$ cat config.mk
export PLATFORM = sky130hd
export DESIGN_NAME = jtag_scan_driver
export DESIGN_NICKNAME = d
export VERILOG_FILES = /design/src/rtl/jtag_pkg.sv /design/src/rtl/jtag_scan_shifter.sv /design/src/rtl/jtag_scan_driver.sv
export SDC_FILE = /design/constraint.sdc
export NUM_CORES = 1
export LEC_CHECK = 0
export CAP_MARGIN = 20
export CORE_MARGIN = 5
export CORE_UTILIZATION = 54
export DETAILED_ROUTE_END_ITERATION = 10
export PLACE_DENSITY_LB_ADDON = 0.15
export SYNTH_ARGS = -nofsm -noshare
export SYNTH_HDL_FRONTEND = slang
export SYNTH_SLANG_ARGS = --single-unit
$ cat constraint.sdc
create_clock -name tck -period 2.6 [get_ports tck]
set_input_delay 0.26 -clock tck [delete_from_list [all_inputs] [get_ports tck]]
set_output_delay 0.26 -clock tck [all_outputs]
set_load 0.05 [all_outputs]
$ cat src/rtl/jtag_pkg.sv
// jtag_pkg: definitions shared by the JTAG scan driver, its shifter and any TAP model.
//   op_e        : command opcodes carried on cmd_op
//   state_e     : driver sequencer states
//   tap_state_e : IEEE 1149.1 TAP controller states, same encoding as the TAP
//   DR_PRE, IR_PRE, POST, RESET_LEN : TMS preamble/postamble lengths in tck cycles
//   pre_len / pre_tms / is_scan     : per-opcode preamble length, preamble TMS bit, scan test
package jtag_pkg;

  typedef enum logic [1:0] {
    OP_RESET    = 2'd0,
    OP_SHIFT_IR = 2'd1,
    OP_SHIFT_DR = 2'd2,
    OP_RUN_IDLE = 2'd3
  } op_e;

  typedef enum logic [2:0] {
    ST_SYNC  = 3'd0,
    ST_IDLE  = 3'd1,
    ST_PRE   = 3'd2,
    ST_SHIFT = 3'd3,
    ST_POST  = 3'd4,
    ST_RESP  = 3'd5
  } state_e;

  typedef enum logic [3:0] {
    TAP_EX2_DR   = 4'h0,
    TAP_EX1_DR   = 4'h1,
    TAP_SHIFT_DR = 4'h2,
    TAP_PAUSE_DR = 4'h3,
    TAP_SEL_IR   = 4'h4,
    TAP_UPD_DR   = 4'h5,
    TAP_CAP_DR   = 4'h6,
    TAP_SEL_DR   = 4'h7,
    TAP_EX2_IR   = 4'h8,
    TAP_EX1_IR   = 4'h9,
    TAP_SHIFT_IR = 4'hA,
    TAP_PAUSE_IR = 4'hB,
    TAP_RTI      = 4'hC,
    TAP_UPD_IR   = 4'hD,
    TAP_CAP_IR   = 4'hE,
    TAP_TLR      = 4'hF
  } tap_state_e;

  localparam int DR_PRE    = 3;  // RTI -> Select-DR -> Capture-DR -> Shift-DR
  localparam int IR_PRE    = 4;  // RTI -> Select-DR -> Select-IR -> Capture-IR -> Shift-IR
  localparam int POST      = 2;  // Exit1 -> Update -> RTI
  localparam int RESET_LEN = 6;  // five ones reach Test-Logic-Reset from anywhere, one zero to RTI

  function automatic logic [2:0] pre_len(input op_e op);
    case (op)
      OP_RESET:    return 3'(RESET_LEN);
      OP_SHIFT_IR: return 3'(IR_PRE);
      OP_SHIFT_DR: return 3'(DR_PRE);
      default:     return 3'd0;
    endcase
  endfunction

  // TMS presented on preamble step 'step' of opcode 'op'.
  function automatic logic pre_tms(input op_e op, input logic [2:0] step);
    case (op)
      OP_RESET:    return step < 3'(RESET_LEN - 1);
      OP_SHIFT_IR: return step < 3'd2;
      OP_SHIFT_DR: return step == 3'd0;
      default:     return 1'b0;
    endcase
  endfunction

  function automatic logic is_scan(input op_e op);
    return (op == OP_SHIFT_IR) || (op == OP_SHIFT_DR);
  endfunction

endpackage

$ cat src/rtl/jtag_scan_shifter.sv
// jtag_scan_shifter: TDI shift-out register and TDO capture register.
//   tck, trst_n : clock, asynchronous active-low reset
//   load        : load load_data for shift-out and clear the capture register
//   shift       : present the next LSB on tdi (registered) and shift right
//   capture     : store tdo into cap_data[cap_idx]
//   tdi         : registered TDI bit; 0 whenever not shifting
//   cap_data    : captured TDO bits; bits never captured since load read 0
module jtag_scan_shifter
  import jtag_pkg::*;
#(
  parameter int MAX_LEN = 32,
  parameter int LEN_W   = 6
) (
  input  logic               tck,
  input  logic               trst_n,
  input  logic               load,
  input  logic               shift,
  input  logic               capture,
  input  logic [MAX_LEN-1:0] load_data,
  input  logic [LEN_W-1:0]   cap_idx,
  input  logic               tdo,
  output logic               tdi,
  output logic [MAX_LEN-1:0] cap_data
);

  logic [MAX_LEN-1:0] tdi_sr_reg;
  logic               tdi_reg;
  logic [MAX_LEN-1:0] cap_reg;

  always_ff @(posedge tck or negedge trst_n) begin
    if (!trst_n) begin
      tdi_sr_reg <= '0;
      tdi_reg    <= 1'b0;
    end else if (load) begin
      tdi_sr_reg <= load_data;
      tdi_reg    <= 1'b0;
    end else if (shift) begin
      tdi_reg    <= tdi_sr_reg[0];
      tdi_sr_reg <= tdi_sr_reg >> 1;
    end else begin
      tdi_reg    <= 1'b0;
    end
  end

  // Indexed capture keeps rsp_data[i] aligned to bit i regardless of scan length.
  genvar gi;
  generate
    for (gi = 0; gi < MAX_LEN; gi++) begin : g_cap
      always_ff @(posedge tck or negedge trst_n) begin
        if (!trst_n) begin
          cap_reg[gi] <= 1'b0;
        end else if (load) begin
          cap_reg[gi] <= 1'b0;
        end else if (capture && (cap_idx == LEN_W'(gi))) begin
          cap_reg[gi] <= tdo;
        end
      end
    end
  endgenerate

  assign tdi      = tdi_reg;
  assign cap_data = cap_reg;

endmodule

$ cat src/rtl/jtag_scan_driver.sv
// jtag_scan_driver: host-side JTAG sequencer in front of a TAP.
//   tck, trst_n          : clock, asynchronous active-low reset
//   cmd_*                : command channel (op, length, TDI data), valid/ready
//   rsp_*                : response channel (captured TDO, error flag), valid/ready
//   tap_tms/tdi/en       : registered TAP drive; tap_tdo : TAP output
// Outputs for cycle N+1 are computed from the next state and registered at edge N,
// so each TMS/TDI value appears exactly in the cycle its state occupies.
module jtag_scan_driver
  import jtag_pkg::*;
#(
  parameter int MAX_LEN = 32,
  parameter int LEN_W   = 6
) (
  input  logic               tck,
  input  logic               trst_n,
  input  logic               cmd_valid,
  output logic               cmd_ready,
  input  logic [1:0]         cmd_op,
  input  logic [LEN_W-1:0]   cmd_len,
  input  logic [MAX_LEN-1:0] cmd_data,
  output logic               rsp_valid,
  input  logic               rsp_ready,
  output logic [MAX_LEN-1:0] rsp_data,
  output logic               rsp_err,
  output logic               tap_tms,
  output logic               tap_tdi,
  output logic               tap_en,
  input  logic               tap_tdo
);

  state_e           state_reg, state_next;
  op_e              op_reg, op_next;
  logic [LEN_W-1:0] len_reg, len_next;
  logic [2:0]       step_reg, step_next;
  logic [LEN_W-1:0] bit_reg, bit_next;
  logic             tms_reg, tms_next;
  logic             en_reg, en_next;
  logic             valid_reg, valid_next;
  logic             err_reg, err_next;
  logic             load, shift, capture;
  logic             last_bit, scan, len_bad;

  assign last_bit = (bit_reg == len_reg - LEN_W'(1));
  assign scan     = is_scan(op_reg);
  assign len_bad  = (cmd_len == '0) || (cmd_len > LEN_W'(MAX_LEN));

  always_ff @(posedge tck or negedge trst_n) begin
    if (!trst_n) begin
      state_reg <= ST_SYNC;
      op_reg    <= OP_RESET;
      len_reg   <= '0;
      step_reg  <= '0;
      bit_reg   <= '0;
      tms_reg   <= 1'b1;
      en_reg    <= 1'b0;
      valid_reg <= 1'b0;
      err_reg   <= 1'b0;
    end else begin
      state_reg <= state_next;
      op_reg    <= op_next;
      len_reg   <= len_next;
      step_reg  <= step_next;
      bit_reg   <= bit_next;
      tms_reg   <= tms_next;
      en_reg    <= en_next;
      valid_reg <= valid_next;
      err_reg   <= err_next;
    end
  end

  always_comb begin
    state_next = state_reg;
    op_next    = op_reg;
    len_next   = len_reg;
    step_next  = step_reg;
    bit_next   = bit_reg;
    tms_next   = 1'b0;
    en_next    = 1'b1;
    valid_next = valid_reg;
    err_next   = err_reg;
    load       = 1'b0;
    shift      = 1'b0;
    capture    = 1'b0;

    case (state_reg)
      ST_SYNC: begin
        // First cycle out of reset only enables the TAP; steps 0..5 then carry 1,1,1,1,1,0.
        if (!en_reg) begin
          tms_next  = 1'b1;
          step_next = '0;
        end else if (step_reg == 3'(RESET_LEN - 1)) begin
          state_next = ST_IDLE;
        end else begin
          step_next = step_reg + 3'd1;
          tms_next  = step_reg < 3'(RESET_LEN - 2);
        end
      end

      ST_IDLE: begin
        if (cmd_valid) begin
          op_next  = op_e'(cmd_op);
          len_next = cmd_len;
          load     = 1'b1;
          err_next = 1'b0;
          if (len_bad) begin
            state_next = ST_RESP;
            valid_next = 1'b1;
            err_next   = 1'b1;
          end else if (op_e'(cmd_op) == OP_RUN_IDLE) begin
            state_next = ST_SHIFT;
            bit_next   = '0;
          end else begin
            state_next = ST_PRE;
            step_next  = '0;
            tms_next   = pre_tms(op_e'(cmd_op), 3'd0);
          end
        end
      end

      ST_PRE: begin
        if (step_reg == pre_len(op_reg) - 3'd1) begin
          if (op_reg == OP_RESET) begin
            state_next = ST_RESP;
            valid_next = 1'b1;
          end else begin
            state_next = ST_SHIFT;
            bit_next   = '0;
            shift      = 1'b1;
            tms_next   = (len_reg == LEN_W'(1));
          end
        end else begin
          step_next = step_reg + 3'd1;
          tms_next  = pre_tms(op_reg, step_reg + 3'd1);
        end
      end

      ST_SHIFT: begin
        // The edge ending this cycle clocks bit_reg into the TAP, so tdo is captured now.
        capture = scan;
        if (last_bit) begin
          if (scan) begin
            state_next = ST_POST;
            step_next  = '0;
            tms_next   = 1'b1;
          end else begin
            state_next = ST_RESP;
            valid_next = 1'b1;
          end
        end else begin
          bit_next = bit_reg + LEN_W'(1);
          shift    = scan;
          tms_next = scan && (bit_reg + LEN_W'(2) == len_reg);
        end
      end

      ST_POST: begin
        if (step_reg == 3'(POST - 1)) begin
          state_next = ST_RESP;
          valid_next = 1'b1;
        end else begin
          step_next = step_reg + 3'd1;
        end
      end

      ST_RESP: begin
        if (rsp_ready) begin
          state_next = ST_IDLE;
          valid_next = 1'b0;
        end
      end

      default: begin
        state_next = ST_SYNC;
        en_next    = 1'b0;
        tms_next   = 1'b1;
      end
    endcase
  end

  jtag_scan_shifter #(
    .MAX_LEN(MAX_LEN),
    .LEN_W  (LEN_W)
  ) u_shifter (
    .tck      (tck),
    .trst_n   (trst_n),
    .load     (load),
    .shift    (shift),
    .capture  (capture),
    .load_data(cmd_data),
    .cap_idx  (bit_reg),
    .tdo      (tap_tdo),
    .tdi      (tap_tdi),
    .cap_data (rsp_data)
  );

  // RESP is only left via the handshake, so IDLE always has rsp_valid low.
  assign cmd_ready = (state_reg == ST_IDLE);
  assign rsp_valid = valid_reg;
  assign rsp_err   = err_reg;
  assign tap_tms   = tms_reg;
  assign tap_en    = en_reg;

endmodule

==> results.toml <==
[placed_design]
dpl.hpwl_mm = 8.43
port_buffer_count = 82
finalWeightedCongestion = 0.850

[critical_path]
cp.buffers_inverters = 2
worst_r2r_setup_slack_ns = 0.28
worst_path_max_delay_cell = "sky130_fd_sc_hd__clkdlybuf4s50_1"
timing.critical_path.slowest_cell_delay_ns = 0.80
critPathRequiredTime_ns = 2.34
crit_chain = "nor2_1 -> nand2_1 -> inv_1 -> clkdlybuf4s50_1"
crit_fanout = 12
criticalPathCategory = "reg -> out"
critical_path.startpoint_type = "flop"
timing.critical_path.max_delay_family = "buffers and inverters"
worstPathArrival_ns = 2.18
critical_path.endpoint_type = "primary output"

[run]
number_of_violations_of_the_max_capacitance_limit = 0

[power]
worst_ir_drop_vdd_mv = 0.754
power.density_nw_per_um2 = 1120
power_leakage_nw = 2.51
clockPowerShare_pct = 13.1
power.combinational.fraction_pct = 54.1
netSwitchingFraction_pct = 47.2
power.sequential.fraction_pct = 32.7
switching_power_mw = 3.24
power_mw = 6.86
int_pwr_mw = 3.62

[sta]
grt_setup_unrepaired = "false"
fin_crit_sh_pct = 93.9
hold_viol_final = 0
tightestPinTransition_ns = 0.518
period_needed_ns = 2.44
max-slew-margin-rel_pct = 65.2
setup_viol = 0
setup_tns_ns = 0
timing_max_transition_violations_final = 0
clock.fmax_mhz = 410
final.setup_skew_ns = 0.0148

[yosys]
synth-edff-count = 0
post_synth_xor_area_fraction_pct = 2.62
synthesis.instances = 592
asyncSetResetFlopFracSynth_pct = 100
simple_gate_share_of_the_synthesized_area_pct = 17.7
synth.yosys.seq_area_share_pct = 44.4
synth.area.mux_share_pct = 3.84
ys_warn_count = 0
cell_area_synth_sq_um = 5020
ys_seq_elements = 89
ys.flop_type = "sky130_fd_sc_hd__dfrtp_1"
synth-compound-area-share_pct = 22.7
synth.lib_cells_used.distinct = 56
post_synth.cell_area_avg_sq_um = 8.48
synth_fa_ha_area_share_pct = 3.74
synth_top_family_by_area = "compound AO/OA/AOI/OAI gates"
post_syn_nets = 652

[clock_network]
tritoncts_clock_tree = "yes"
max-clock-path-buffers = 2
worst_path_clk_slew_ns = 0.09
postCtsSetupRepairBufs = 0
cts_inserted_buffers = 9
cts.htree.levels = 3
worstSkewPairLatency_ns = 0.36
post_cts_resize_count = 0
cts_root_buf = "sky130_fd_sc_hd__clkbuf_8"
clock_sink_count = 89

[global_routing]
globalRoute.totalOverflow = 0
antenna_violations_before_repair = 0
grt_start_max_net_pins = 55
grt_first_pass_wirelength_mm = 20.9
grt.total_usage_pct = 22.2
first_global_vias = 4321

[floorplan]
floorplan_die_area_sq_um = 11300
placeableCoreArea_sq_um = 9150
floorplan.initialDensity_pct = 54.8
placementRows = 35
die_h_um = 106
chipWidth_um = 106
ioPinCount = 83

[final_layout]
num_antenna_cells = 0
final_common_cell = "sky130_fd_sc_hd__nor2_1"
commonest_cells_after_routing_fill_and_taps_aside = "sky130_fd_sc_hd__nor2_1, sky130_fd_sc_hd__dfrtp_1, sky130_fd_sc_hd__clkdlybuf4s50_1, sky130_fd_sc_hd__o21ai_0, sky130_fd_sc_hd__nand2_1"
syn_to_final_growth_pct = 22.3
final.fill_count = 754
final_net_count = 720
post-route-util_pct = 67.1
final_layout_size_suffix_gt1_share_pct = 6.62

[routing]
routed_wl_mm = 12.3
via_count = 4563
post-route-drc-count = 0
vias_per_cell = 5.88
drtAntennaViolNets = 0
detailedRoute.firstIterationViolations = 287
routedWlPerCell_um = 15.8
drt_pre_antenna_iters = 5

[status]
outcome = "completed"

[hold_path]
worstHoldPathType = "in -> async"
==> per-stage QoR <==
stage	hold slack, ns	instances	instance area, sq um	worst slack, ns
detailed placement	0.258	759	5950	-0.0132
finish	0.402	776	6140	0.159
CTS	0.413	776	6140	0.168
global route	0.454	776	6140	0.0628
global placement	0.259	759	5950	0.0653
floorplan	-0.0356	592	5020	0.439
==> cells by family (layout without fill, tap and decap cells) <==
family / Yosys count / after routing
xor gates and xnor gates: 15 / 15
muxes: 19 / 19
and+or+nand+nor: 203 / 203
AOI/OAI and AO/OA: 194 / 194
buffers and inverters: 57 / 130
DFF: 89 / 89
adders and majority gates: 15 / 15
==> synth_stat cells, types with 7 or more instances <==
master                     number  share of area (%)
sky130_fd_sc_hd__nor2_1        94                7.0
sky130_fd_sc_hd__dfrtp_1       88                 44
sky130_fd_sc_hd__xor2_1         7                1.2
sky130_fd_sc_hd__a21oi_1       60                6.0
sky130_fd_sc_hd__nand3_1        7               0.70
sky130_fd_sc_hd__nand2_1       62                4.6
sky130_fd_sc_hd__nand2b_1       8                1.0
sky130_fd_sc_hd__ha_1          15                3.7
sky130_fd_sc_hd__buf_2          8               0.80
sky130_fd_sc_hd__inv_1         14                1.0
sky130_fd_sc_hd__a31oi_1       38                4.7
sky130_fd_sc_hd__xnor2_1        8                1.4
sky130_fd_sc_hd__clkbuf_1      30                2.2
sky130_fd_sc_hd__mux2i_1       17                3.4
sky130_fd_sc_hd__o21ai_0       63                6.3
==> per-layer routing <==
layer | global-route usage (%) | vias to the layer above | part of all wire, %
met3 | 3.16 | 16 | 5.2
li1 | - | 2209 | -
met1 | 32.5 | 2199 | 46
met5 | 0 | - | 0
met2 | 35.1 | 139 | 47
met4 | 5.21 | 0 | 1.3
==> worst paths after layout <==
check | from | endpoint | depth (start not counted)
min reg2reg | u_shifter.tdi_sr_reg[0] | u_shifter.tdi | 1
min in group tck | cmd_data[31] | u_shifter.tdi_sr_reg[31] | 3
min | trst_n | step_reg[1] | 2
max | state_reg[1] | cmd_ready | 4
max in group asynchronous | trst_n | len_reg[0] | 3
max reg2reg | op_reg[0] | u_shifter.tdi_sr_reg[4] | 9
==> final cells by class <==
type	instances	area, sq um	area share (%)
inverter	14	52.6	0.856
timing repair buffer	100	993	16.2
sequential	89	2230	36.3
clock buffer	10	128	2.08
tap	111	139	2.26
multi-input combinational	446	2540	41.5
clock inverter	6	51.3	0.836
==> power groups by stage <==
stage | combinational [mW] | clock [mW] | sequential [mW]
after floorplan | 2.62 | 0 | 2.27
after global placement | 3.61 | 0 | 2.24
after detailed placement | 3.67 | 0 | 2.26
after CTS | 3.69 | 0.915 | 2.24
after global routing | 4.12 | 0.974 | 2.32
final | 3.71 | 0.901 | 2.25
==> what timing repair did <==
action	4_1_cts	5_1_grt
endpoints found under the setup margin	0	0
hold buffers	1	0
endpoints found under the hold margin	34	0
(Power assumes the default switching activity.)
